File: src/rtl/if_fetch.sv
// Instruction fetch stage: one outstanding imem request, redirect with stale-response drop.
// Optional perf counters (fetch_count, redirect_count) enabled by macro IF_FETCH_PERF_EN.
module if_fetch #(
   parameter logic [31:0] RESET_PC  = 32'h0000_0000,
   parameter logic [31:0] NOP_INSTR = 32'h0000_0013
) (
   input  logic        clock,
   input  logic        reset,
   input  logic        StallF,
   input  logic        PCSrcE,
   input  logic [31:0] PCTargetE,
   output logic        imem_req,
   output logic [31:0] imem_addr,
   input  logic        imem_ready,
   input  logic        imem_rvalid,
   input  logic [31:0] imem_rdata,
   output logic [31:0] InstrF,
   output logic [31:0] PCF,
   output logic [31:0] PCPlus4F,
   output logic        ValidF
`ifdef IF_FETCH_PERF_EN
   ,
   output logic [31:0] fetch_count,
   output logic [31:0] redirect_count
`endif
);

   typedef enum logic [1:0] {S_REQ, S_WAIT, S_HOLD} state_t;

   typedef struct packed {
      logic [31:0] instr;
      logic [31:0] pc;
      logic [31:0] pc_plus4;
   } fetch_t;

   state_t      state;
   logic [31:0] pc;
   logic        drop;
   fetch_t      fet;

   assign imem_addr = pc;
   assign InstrF    = fet.instr;
   assign PCF       = fet.pc;
   assign PCPlus4F  = fet.pc_plus4;

   always_ff @(posedge clock or posedge reset) begin
      if (reset) begin
         state    <= S_REQ;
         pc       <= RESET_PC;
         drop     <= 1'b0;
         imem_req <= 1'b1;
         ValidF   <= 1'b0;
         fet      <= '{instr: NOP_INSTR, pc: 32'h0, pc_plus4: 32'h0};
      end else if (PCSrcE) begin
         pc        <= PCTargetE;
         ValidF    <= 1'b0;
         fet.instr <= NOP_INSTR;
         // A request memory has accepted but not answered must still be drained.
         if ((state == S_WAIT && !imem_rvalid) || (state == S_REQ && imem_ready)) begin
            state    <= S_WAIT;
            drop     <= 1'b1;
            imem_req <= 1'b0;
         end else begin
            state    <= S_REQ;
            drop     <= 1'b0;
            imem_req <= 1'b1;
         end
      end else begin
         case (state)
            S_REQ: begin
               if (imem_ready) begin
                  state    <= S_WAIT;
                  imem_req <= 1'b0;
               end
            end
            S_WAIT: begin
               if (imem_rvalid) begin
                  if (drop) begin
                     drop     <= 1'b0;
                     state    <= S_REQ;
                     imem_req <= 1'b1;
                  end else begin
                     fet    <= '{instr: imem_rdata, pc: pc, pc_plus4: pc + 32'd4};
                     ValidF <= 1'b1;
                     state  <= S_HOLD;
                  end
               end
            end
            S_HOLD: begin
               if (!StallF) begin
                  pc        <= pc + 32'd4;
                  ValidF    <= 1'b0;
                  fet.instr <= NOP_INSTR;
                  state     <= S_REQ;
                  imem_req  <= 1'b1;
               end
            end
            default: begin
               state    <= S_REQ;
               imem_req <= 1'b1;
            end
         endcase
      end
   end

`ifdef IF_FETCH_PERF_EN
   always_ff @(posedge clock or posedge reset) begin
      if (reset) begin
         fetch_count    <= 32'h0;
         redirect_count <= 32'h0;
      end else begin
         if (ValidF && !StallF && !PCSrcE) fetch_count <= fetch_count + 32'd1;
         if (PCSrcE) redirect_count <= redirect_count + 32'd1;
      end
   end
`endif

endmodule

File: config.mk
export PLATFORM = sky130hd
export DESIGN_NAME = if_fetch
export DESIGN_NICKNAME = d
export VERILOG_FILES = /design/src/rtl/if_fetch.sv
export SDC_FILE = /design/constraint.sdc
export NUM_CORES = 1
export LEC_CHECK = 0
export BUFFER_PORTS_ARGS = -buffer_cell sky130_fd_sc_hd__buf_2
export CORE_ASPECT_RATIO = 1.4
export CORE_MARGIN = 5
export CORE_UTILIZATION = 55
export CTS_CLUSTER_SIZE = 24
export DETAILED_ROUTE_END_ITERATION = 10
export PLACE_DENSITY = 0.86
export SYNTH_ARGS = -nofsm -noshare
export SYNTH_HDL_FRONTEND = slang
export SYNTH_SLANG_ARGS = --single-unit
File: constraint.sdc
create_clock -name clock -period 9 [get_ports clock]
set_input_delay 0.9 -clock clock [delete_from_list [all_inputs] [get_ports clock]]
set_output_delay 0.9 -clock clock [all_outputs]
set_load 0.03 [all_outputs]
Word level (Yosys, flattened, before mapping)
Cells that the tools add are included.
- register bits: 133
- output and inout bits: 130
- word-level logic and storage cells: 65
- $add $sub $neg: 1
- equal/unequal tests: 8
- multiplexer cells: 31
- bitwise logic cells: 2
- reduce and logical (&&, ||, !) cells: 15
- operators by type and width (kind ; number):
    two-way mux 96 bit ; 2
    two-way mux 32 bit ; 5
    case mux 32 bit (2 select lines) ; 1
    adder 32 x 3 -> 32 bit, second input constant ; 1
    two-way mux 1 bit ; 15
    != test 3 bit, second input constant ; 5
    AND reduction 4 bit ; 3
    two-way mux 2 bit ; 5
    case mux 2 bit (3 select lines) ; 1
    nonzero test 2 bit ; 3
    AND reduction 2 bit ; 2
    case mux 1 bit (3 select lines) ; 1
    AND reduction 3 bit ; 1
    nonzero test 3 bit ; 1
    equality test 2 x 1 -> 1 bit, second input constant ; 1
    equality test 2 bit, second input constant ; 1
    logical AND 1 bit ; 2
    logical NOT 2 bit ; 1
    != test 2 x 1 -> 1 bit, second input constant ; 1
    NOT 1 bit ; 2
    case mux 1 bit (2 select lines) ; 1
    logical NOT 1 bit ; 1
    logical OR 1 bit ; 1

Longest topological paths before layout
- depth after elaboration: 5
- gate-level depth with buffers: 8
- mapped depth without buffers: 6

Worst setup path before layout
No wires, ideal clock.
- path type: input port to flip-flop
- start: input port PCSrcE
- end: register fet, in the netlist PCF[24]
- library setup time: 66 ps
- arrival: 2081 ps
- path slack: 6854 ps
- cell stages on the path: 6
- path buffers: 3
- path through: clkbuf_1 > nor4_2 > buf_2 > buf_2 > nand2_1 > nand2_1
- cells in the longest elaborated chain, start to end: 2
- ends and longest elaborated chain (what ; RTL line ; source):
    from (decl) ; 10 ; input logic PCSrcE,
    NOT 1 bit (no line) ; -- ;
    AND reduction 4 bit (no line) ; -- ;
    to (signal assigned) ; 53 ; fet <= '{instr: NOP_INSTR, pc: 32'h0, pc_plus4: 32'h0};
    to (signal assigned) ; 83 ; fet <= '{instr: imem_rdata, pc: pc, pc_plus4: pc + 32'd4};
    to (decl) ; 39 ; fetch_t fet;
Every way passes these cells.
A chain may end at the register's enable or synchronous reset.

Final worst setup path
- start: input port PCSrcE
- end: register fet, in the netlist PCPlus4F[2]
Same word-level chain as after synthesis.

==> reports/metrics.yaml <==
synth_seq_area_share_pct: 54.50
syn_area_per_cell_um2: 9.796
routed_wl_um: 16340
drtPass1Iterations: 5
hpwlAfterDp_um: 11410
initial_utilization_pct: 55.73
setup.worst_path.start_class: "input port"
fin_cells: 945
core-area_mm2: 0.01081
cp.required_ns: 9.30
grt_max_degree: 72
rsz0062_at_grt: "no"
syn_area_mm2: 0.006025
fp.dieW_um: 98.46
status: "completed"
register_area_mm2: 0.003283
relSlewSlack_pct: 27.84
synth-xor-area-share_pct: 8.141
end_kind: "flop"
clock_latency_ns: 0.41
drv_slew: 0
htree_levels: 4
finalCritPeriodShare_pct: 31.07
synth-simple-area-share_pct: 21.10
drtAntennaViolNets: 0
die_h_um: 133.8
skew_ns: 0.008776
clockBufferDepth: 2
viasPerCell: 5.399
post-route-util_pct: 71.03
timing.final.ws_setup_ns: 6.204
antenna_found_initial: 0
peakVddDrop_mv: 0.1799
fin_tns_setup_ns: 0
gp_congestion: 0.8261
fin_nets: 862
clock-sinks: 131
ctsResizeCount: 0
synthTopCellsByArea: "dfrtp_1 53%, nand2_1 10%, a22o_1 4.2%"
clkTransAtPathRegs_ns: 0.06
area_growth_pct: 27.46
final_hold_viol_count: 0
ys_types: 44
worstPathMaxFanout: 71
netlist_instances: 615
synth_seq_cells: 131
place_inst: 913
vias: 5102
p_leak_nw: 3.856
tritoncts: "yes"
overflow: 0
synth_compound_area_share_pct: 10.94
route.detailed.drc: 0
rows: 45
die_area_mm2: 0.01318
cts_made_buffers: 17
cp.arrival_ns: 3.10
post_cts_buffers: 0
synth_enable_flop_cells: 0
hold_path.class: "flop to flop"
yosys.cell_count.top_type: "nand2_1"
cts-root-buf: "clkbuf_16"
muxShareOfSynthArea_pct: 0.8930
tightestPinTransition_ns: 1.074
synthAdderAreaFrac_pct: 0.2077
synth_nets: 686
synth_top_family_by_area: "simple AND/OR/NAND/NOR gates"
diodes: 0
crit_type: "input port to flop"
drive_gt1_share_pct: 33.08
grt_usage_pct: 25.55
multi_input_area_mm2: 0.002510
synthTopCellsByCount: "164 x nand2_1, 127 x dfrtp_1, 29 x a22o_1, 29 x xor2_1, 27 x xnor2_1"
grt_pass1_vias: 5284
wl_per_cell_um: 17.29
ys.flop_type: "dfrtp_1"
yosysWarningCount: 0
nFillCells: 834
drt_iter0_markers: 238
ioPinCount: 200
fmax_ghz: 0.3576
io_buffer_count: 199
layout_min_cycle_time_ns: 2.796
setup-violations-final: 0
yosysTopAreaCellShare_pct: 52.75
p_per_area_mw_per_mm2: 327.4
place_ws_ns: 5.802
hold_buffers: 0
yosysTopAreaCell: "dfrtp_1"
maxCapViolCount: 0
async_flop_share_pct: 100.0
grt_pass1_wl_um: 26930
-- cells in the final DEF, fill, tap and decap left out, types with 3 or more instances in the layout --
cell type / count
nor3_1: 4
dfrtp_1: 127
nor2_1: 25
bufinv_16: 5
a22o_1: 29
a21oi_1: 17
clkinv_2: 4
buf_2: 199
nand4_1: 11
inv_1: 5
dfstp_2: 4
nor4_2: 4
nor3_2: 6
xor2_1: 29
and3_1: 7
o21ai_1: 26
nand3_1: 23
and4_1: 4
mux2_2: 3
o21ai_0: 24
xnor2_1: 27
clkbuf_16: 17
buf_4: 6
nand2_1: 163
clkinv_4: 3
-- worst max-delay path: stages --
cell and delay [ns]:
buf_2 0.10, buf_4 0.32, nor4_4 1.00, buf_4 0.49, nand2_1 0.12, o21a_1 0.12
-- cell type report --
cell class,count,share of cell area [%]
flip-flops and latches,131,42.76
well taps,141,2.298
clock inverters,14,2.754
multi-input cells,430,32.69
inverters,6,0.3585
clock buffers,18,5.589
repair buffers,205,13.56
-- cells by family (layout without fill, tap and decap cells) --
group | after synthesis | in the layout
compound gates | 104 | 104
xor+xnor | 56 | 56
fa+ha+maj | 1 | 1
buf+inv | 54 | 243
flops | 131 | 131
mux | 5 | 5
simple gates | 264 | 264
-- path summary, 6_finish.rpt --
kind / slack (ns) / cells after the start / startpoint / endpoint
max: 6.20 / 6 / PCSrcE / PCPlus4F[2]
min: 0.47 / 2 / InstrF[0] / InstrF[0]
max reg2reg: 6.54 / 5 / imem_addr[6] / imem_addr[31]
min reg2reg: 0.47 / 2 / InstrF[0] / InstrF[0]
max in group asynchronous: 7.19 / 3 / reset / InstrF[7]
min in group asynchronous: 0.56 / 2 / reset / InstrF[24]
-- through the flow --
step | power, mW | hold slack (ns) | instance area [um^2]
6_report | 2.514 | 0.4667 | 7679
3_5_place_dp | 1.778 | 0.4545 | 7038
4_1_cts | 2.531 | 0.4647 | 7679
3_3_place_gp | 1.744 | 0.4464 | 7038
5_1_grt | 2.642 | 0.4811 | 7679
2_1_floorplan | 1.497 | 0.5193 | 6025
-- layer usage --
metal	routed length, um	vias to the layer above	global-route usage, %
li1	-	2417	-
met1	6157	2450	29.78
met2	8659	195	44.36
met3	1013	40	6.608
met4	505	0	10.93
met5	0	-	0
-- flip-flops by register name, indices dropped and copies added (netlist names) --
name / cells
InstrF: 32
imem_addr: 32
drop: 1
imem_req: 1
ValidF: 1
PCPlus4F: 30
PCF: 32
state: 2
-- where the power goes --
part,switching [mW],internal (mW)
registers,0.135,0.771
clock network,0.255,0.490
logic,0.616,0.247
Note: power is estimated with default switching activity, not from simulation.
